$ cat src/rtl/rc4_keystream_decrypt.sv
// RC4 keystream generator and decryptor: walks the PRGA over an external S-box RAM,
// XORs each keystream byte with the encrypted ROM and reports whether all plaintext was printable.
module rc4_keystream_decrypt #(
    parameter int RAM_WIDTH  = 8,
    parameter int MSG_LENGTH = 32,
    parameter int MSG_AW     = 16
) (
    input  logic                 clk,
    input  logic                 reset,
    input  logic                 start_sig,
    input  logic [RAM_WIDTH-1:0] s_ram_out,
    output logic [RAM_WIDTH-1:0] s_address,
    output logic [RAM_WIDTH-1:0] s_ram_in,
    output logic                 s_write_enable,
    output logic [MSG_AW-1:0]    enc_address,
    input  logic [RAM_WIDTH-1:0] enc_out,
    output logic [MSG_AW-1:0]    dec_address,
    output logic [RAM_WIDTH-1:0] dec_in,
    output logic                 dec_write_enable,
    output logic                 decrypt_finished,
    output logic                 key_valid,
    output logic [3:0]           state_tap
);

    typedef enum logic [3:0] {
        IDLE   = 4'd0,
        RD_I   = 4'd1,
        GET_SI = 4'd2,
        RD_J   = 4'd3,
        GET_SJ = 4'd4,
        WR_I   = 4'd5,
        WR_J   = 4'd6,
        RD_F   = 4'd7,
        GET_F  = 4'd8,
        WR_K   = 4'd9
    } state_t;

    localparam logic [MSG_AW-1:0] K_LAST = MSG_AW'(MSG_LENGTH - 1);

    state_t               r_state;
    state_t               w_next;
    logic [RAM_WIDTH-1:0] r_i, r_j, r_si, r_sj, r_f, r_e;
    logic [MSG_AW-1:0]    r_k;
    logic                 r_finished, r_valid;
    logic [RAM_WIDTH-1:0] w_plain;
    logic                 w_printable;
    logic                 w_last;

    assign w_plain     = r_f ^ r_e;
    assign w_printable = ((w_plain >= RAM_WIDTH'(8'h61)) && (w_plain <= RAM_WIDTH'(8'h7A)))
                       || (w_plain == RAM_WIDTH'(8'h20));
    assign w_last      = (r_k == K_LAST);

    always_ff @(posedge clk or posedge reset) begin
        if (reset) r_state <= IDLE;
        else       r_state <= w_next;
    end

    always_comb begin
        w_next           = r_state;
        s_address        = '0;
        s_ram_in         = '0;
        s_write_enable   = 1'b0;
        enc_address      = '0;
        dec_address      = '0;
        dec_in           = '0;
        dec_write_enable = 1'b0;
        case (r_state)
            IDLE:   if (start_sig) w_next = RD_I;
            RD_I:   begin s_address = r_i; w_next = GET_SI; end
            GET_SI: w_next = RD_J;
            RD_J:   begin s_address = r_j; w_next = GET_SJ; end
            GET_SJ: w_next = WR_I;
            WR_I: begin
                s_address      = r_i;
                s_ram_in       = r_sj;
                s_write_enable = 1'b1;
                w_next         = WR_J;
            end
            WR_J: begin
                s_address      = r_j;
                s_ram_in       = r_si;
                s_write_enable = 1'b1;
                w_next         = RD_F;
            end
            // si+sj equals S[i]+S[j] after the swap, so the read sees the swapped table
            RD_F: begin
                s_address   = r_si + r_sj;
                enc_address = r_k;
                w_next      = GET_F;
            end
            GET_F:  w_next = WR_K;
            WR_K: begin
                dec_address      = r_k;
                dec_in           = w_plain;
                dec_write_enable = 1'b1;
                w_next           = (!w_printable || w_last) ? IDLE : RD_I;
            end
            default: w_next = IDLE;
        endcase
    end

    always_ff @(posedge clk or posedge reset) begin
        if (reset) begin
            r_i        <= '0;
            r_j        <= '0;
            r_k        <= '0;
            r_si       <= '0;
            r_sj       <= '0;
            r_f        <= '0;
            r_e        <= '0;
            r_finished <= 1'b0;
            r_valid    <= 1'b0;
        end else begin
            case (r_state)
                IDLE: if (start_sig) begin
                    r_i        <= RAM_WIDTH'(1);
                    r_j        <= '0;
                    r_k        <= '0;
                    r_finished <= 1'b0;
                    r_valid    <= 1'b0;
                end
                GET_SI: begin
                    r_si <= s_ram_out;
                    r_j  <= r_j + s_ram_out;
                end
                GET_SJ: r_sj <= s_ram_out;
                GET_F: begin
                    r_f <= s_ram_out;
                    r_e <= enc_out;
                end
                WR_K: begin
                    if (!w_printable) begin
                        r_finished <= 1'b1;
                        r_valid    <= 1'b0;
                    end else if (w_last) begin
                        r_finished <= 1'b1;
                        r_valid    <= 1'b1;
                    end else begin
                        r_i <= r_i + RAM_WIDTH'(1);
                        r_k <= r_k + MSG_AW'(1);
                    end
                end
                default: ;
            endcase
        end
    end

    assign decrypt_finished = r_finished;
    assign key_valid        = r_valid;
    assign state_tap        = r_state;

endmodule
$ cat config.mk
export PLATFORM = sky130hd
export DESIGN_NAME = rc4_keystream_decrypt
export DESIGN_NICKNAME = d
export VERILOG_FILES = /design/src/rtl/rc4_keystream_decrypt.sv
export SDC_FILE = /design/constraint.sdc
export NUM_CORES = 1
export LEC_CHECK = 0
export BUFFER_PORTS_ARGS = -buffer_cell sky130_fd_sc_hd__buf_2
export CAP_MARGIN = 20
export CORE_MARGIN = 8
export CORE_UTILIZATION = 40
export DETAILED_ROUTE_END_ITERATION = 8
export SLEW_MARGIN = 25
export SYNTH_ARGS = -nofsm -noshare
export SYNTH_HDL_FRONTEND = slang
export SYNTH_SLANG_ARGS = --single-unit
$ cat constraint.sdc
create_clock -name clk -period 2.8 [get_ports clk]
set_input_delay 0.28 -clock clk [delete_from_list [all_inputs] [get_ports clk]]
set_output_delay 0.28 -clock clk [all_outputs]
set_load 0.01 [all_outputs]
-- After elaboration in Yosys (flattened, before gate mapping)
Cells that the tools add are included.
- logic and storage cells: 71
- bits in latches: 0
- input bits: 19
- memory bits (writable): 0
- memories kept: 0
- ROM bits: 0
- register bits: 70
- output and inout port bits: 64
- multiply operators: 0
- bitwise logic cells: 1
- equality and inequality tests: 15
- divide/modulo/power cells: 0
- multiplexer cells: 26
- add/subtract/negate cells: 4
- reduce and logical (&&, ||, !) cells: 13
- magnitude comparators: 2
- shifts and indexed selects: 0
- operators by type and width (cell ; number):
    two-way mux 16 bit ; 5
    one-hot mux 8 bit (2 select lines) ; 3
    two-way mux 8 bit ; 5
    one-hot mux 4 bit (10 select lines) ; 1
    one-hot mux 16 bit (2 select lines) ; 1
    one-hot mux 8 bit (3 select lines) ; 1
    adder 16 x 1 -> 16 bit (second input constant) ; 1
    adder 8 bit ; 2
    == test 16 x 5 -> 1 bit (second input constant) ; 1
    == test 4 x 3 -> 1 bit (second input constant) ; 4
    adder 8 x 1 -> 8 bit (second input constant) ; 1
    == test 4 x 2 -> 1 bit (second input constant) ; 2
    == test 4 bit (second input constant) ; 2
    == test 8 x 6 -> 1 bit (second input constant) ; 1
    greater-or-equal comparator 8 x 7 -> 1 bit (second input constant) ; 1
    less-or-equal comparator 8 x 7 -> 1 bit (second input constant) ; 1
    bitwise XOR 8 bit ; 1
    two-way mux 1 bit ; 7
    != test 2 bit (second input constant) ; 3
    OR reduction 2 bit ; 3
    == test 4 x 1 -> 1 bit (second input constant) ; 1
    zero test 4 bit ; 1
    two-way mux 4 bit ; 1
    one-hot mux 1 bit (2 select lines) ; 2
    other kinds (8) ; 10

-- Logic depth before layout (Yosys ltp)
- depth after elaboration: 8
- mapped depth: 10
- mapped depth without buffers: 9

-- Least setup slack after synthesis
OpenSTA, ideal clock, no wires.
- path type: register to register
- start point: register r_k[0]
- end point: register r_k[8]
- path buffers: 1
- cell stages (with the launch flop): 9
- required time: 2722 ps
- period minus slack after synthesis: 2319 ps
- setup slack: 481 ps
- arrival: 2241 ps
- path through: dfrtp_1 > ha_1 > nor4b_1 > and4_4 > o21a_1 > buf_6 > or4_1 > or3_1 > a21oi_1
- cells in the longest elaborated chain, start to end: 4
- elaborated cells on any way between the ends: 7
- classes of those cells: 1 x add/sub; 2 x eq/ne; 3 x mux; 1 x reduce/logical
- ends and longest elaborated chain (item ; RTL line ; text):
    start: declaration ; 43 ; logic [MSG_AW-1:0] r_k;
    start signal: assignment ; 141 ; r_k <= r_k + MSG_AW'(1);
    adder 16 x 1 -> 16 bit ; 141 ;
    two-way mux 16 bit ; 136 ; end else if (w_last) begin
    two-way mux 16 bit ; 133 ; if (!w_printable) begin
    one-hot mux 16 bit (2 select lines) ; 115 ; case (r_state)
Parallel ways exist; a longest one is shown, timed or not. The select of a mux whose other input is x is not followed.
A chain may end at the register's enable or synchronous reset.

-- Worst setup path in the final report
- start point: register r_si[1]
- end point: output port s_address[7]
- cells in the longest elaborated chain, start to end: 2
- ends and longest elaborated chain (item ; RTL line ; text):
    start: declaration ; 42 ; logic [RAM_WIDTH-1:0] r_i, r_j, r_si, r_sj, r_f, r_e;
    start signal: assignment ; 124 ; r_si <= s_ram_out;
    adder 8 bit ; 88 ; s_address = r_si + r_sj;
    one-hot mux 8 bit (3 select lines) ; 68 ; case (r_state)
    end: declaration ; 12 ; output logic [RAM_WIDTH-1:0] s_address,
No other way between the ends.

==> impl_metrics.tcl <==
set metrics [dict create \
    synth_common_cells "70 x dfrtp_1, 37 x and2_1, 35 x nor2_1, 33 x mux2_2" \
    ys_seq_area_frac 0.402 \
    cp-start-kind "flop" \
    status "finished clean" \
    fin_skew_ps 5.85 \
    clk_pin_slew_ps 80 \
    arrival_ps 2310 \
    syn_inst 453 \
    final-hold-violation-count 0 \
    io_buffers 82 \
    netlist.area_leader.share 0.402 \
    synth_cell_type_count 51 \
    period_needed_ps 2590 \
    cts_sinks 70 \
    dr_total_vias 3800 \
    grt_setup_unrepaired "no" \
    rows 38 \
    final_util 0.480 \
    die_y_um 120 \
    synthMostInstantiatedCell "dfrtp_1" \
    synth_edf_count 0 \
    mappedNetlistNets 490 \
    layout-drive-gt1-share 0.285 \
    die_area_um2 14500 \
    synth_top_cell_by_area "dfrtp_1" \
    p_per_area_nw_per_um2 932 \
    nNetsFinal 576 \
    post-route-period-util 0.924 \
    diodes 0 \
    holdCritPathClass "in2reg" \
    grt_max_degree 39 \
    grtUsageTotal 0.169 \
    crit_chain "ha_1 -> a21oi_1 -> nor2b_1 -> o31a_1 -> o41ai_1 -> xnor2_1 -> o21ai_0 -> buf_2" \
    irDropWorstVdd_v 0.000379 \
    die_w_um 120 \
    synthesis.area_um2 4360 \
    grt_pass1_vias 3755 \
    via_per_inst 5.56 \
    setup_viol 0 \
    critical_path_class "reg2out" \
    fmax_mhz 386 \
    synth.avg_cell_area_um2 9.63 \
    dp_hpwl_um 9140 \
    maxCapViolCount 0 \
    cts_made_buffers 9 \
    grt_pass1_wl_um 19600 \
    maxSlewViolCount 0 \
    h-tree-depth 3 \
    worstPathMaxFanout 3 \
    slowest_stage "dfrtp_1" \
    cts_root_buffer "clkbuf_8" \
    drt_iter0_markers 209 \
    first_pass_iters 5 \
    antenna_found_initial 0 \
    post-route-cell-area_um2 5160 \
    drt_wl_total_um 12100 \
    clk_latency_ps 350 \
    wire_per_inst_um 17.7 \
    synthTopCellsByArea "dfrtp_1 40%, mux2_2 8.5%, and2_1 5.3%" \
    initial_core_util 0.406 \
    placed_area_um2 4950 \
    cts_buffer_depth 2 \
    cts_tree "done" \
    tns_ps 0 \
    drc 0 \
    gp_congestion 0.894 \
    tightestPinTransition_ps 778 \
    yosys_warnings 0 \
    area_delta_synth_final_pct 18.2 \
    crit_path_max_incr_delay_ps 410 \
    ys.flop_type "dfrtp_1" \
    core_area_um2 10700 \
    ys_async_sr_fraction 1.00 \
    p_leak_nw 2.44 \
    postRouteAntennaNets 0 \
    cp_data_required_time_ps 2520 \
    slew_headroom 0.478 \
    end_kind "output port" \
    ios 83 \
    ys_ff_latch 70 \
    overflow 0 \
]
## power by group
| group | internal (mW) | switching (mW) | total (mW) |
|---|---|---|---|
| Clock | 0.332 | 0.432 | 0.763 |
| Sequential | 1.32 | 0.330 | 1.65 |
| Combinational | 1.09 | 1.30 | 2.39 |
| Total | 2.74 | 2.06 | 4.80 |
## registers in the layout, indices dropped and copies added, names as in the netlist
signal	flops
r_si	8
decrypt_finished	1
r_sj	8
r_e	8
r_k	16
r_f	8
state_tap	4
r_j	8
key_valid	1
r_i	8
## critical path, delay by kind of cell (launching register included)
kind	cells	cell delay, ps
adders and majority gates	1	300
AOI/OAI and AO/OA	4	900
xor gates and xnor gates	1	120
buffers and inverters	1	160
and+or+nand+nor	1	70
DFF	1	410
## per-stage QoR
step	worst slack, ps	total power [mW]	instances	hold slack, ps
after CTS	73.3	4.82	683	144
after detailed placement	393	4.03	666	379
after global placement	423	3.96	666	374
after global routing	1.92	5.18	684	155
final	211	4.80	684	162
after floorplan	481	3.33	453	397
## cells by family (layout without fill, tap and decap cells)
| family | Yosys count | in the layout | share of synthesized area |
|---|---|---|---|
| and+or+nand+nor | 172 | 172 | 0.221 |
| xor gates and xnor gates | 21 | 21 | 0.0422 |
| AOI/OAI and AO/OA | 98 | 98 | 0.151 |
| muxes | 37 | 37 | 0.0944 |
| buffers and inverters | 37 | 128 | 0.0353 |
| DFF | 70 | 70 | 0.402 |
| adders and majority gates | 18 | 18 | 0.0551 |
## layout make-up
cell class              instances  area, um^2
fillers                      1028        5590
multi-input cells             346        2460
flip-flops and latches         70        1750
repair buffers                 98         533
well taps                     140         175
clock buffers                   9         124
clock inverters                 7        57.6
inverters                      14        52.6
## worst paths after layout
kind	end	from	slack (ps)	cells past startpoint
setup / recovery	s_address[7]	r_si[1]	210	8
hold / removal	r_e[2]	enc_out[2]	160	2
setup reg to reg	r_k[15]	r_k[0]	350	7
hold reg to reg	key_valid	key_valid	520	2
max in group asynchronous	state_tap[2]	reset	1520	4
min in group asynchronous	r_j[3]	reset	530	3
## timing repair
action	in CTS	in global routing
gates resized for setup	0	3
hold buffers	1	0
setup buffers	0	1
endpoints found under the hold margin	20	0
setup endpoints to repair	0	1
## routing by layer
metal / vias to the layer above / GRT usage / share of wire
li1: 1834 / - / -
met4: 0 / 0.0593 / 0.015
met3: 14 / 0.0359 / 0.064
met5: - / 0 / 0
met1: 1838 / 0.213 / 0.44
met2: 114 / 0.280 / 0.48
## placed cells by master, fill, tap and decap left out, types with 13 or more instances in the layout
cell / netlist / final
buf_2: 6 / 82
dfrtp_1: 70 / 70
and2_1: 37 / 37
nor2_1: 35 / 35
mux2_2: 33 / 33
a21oi_1: 21 / 20
nand2_1: 20 / 20
o21ai_0: 21 / 19
ha_1: 16 / 16
nand3_1: 15 / 15
buf_4: 0 / 15
xnor2_1: 14 / 14
inv_1: 14 / 13
(Power assumes the default switching activity.)
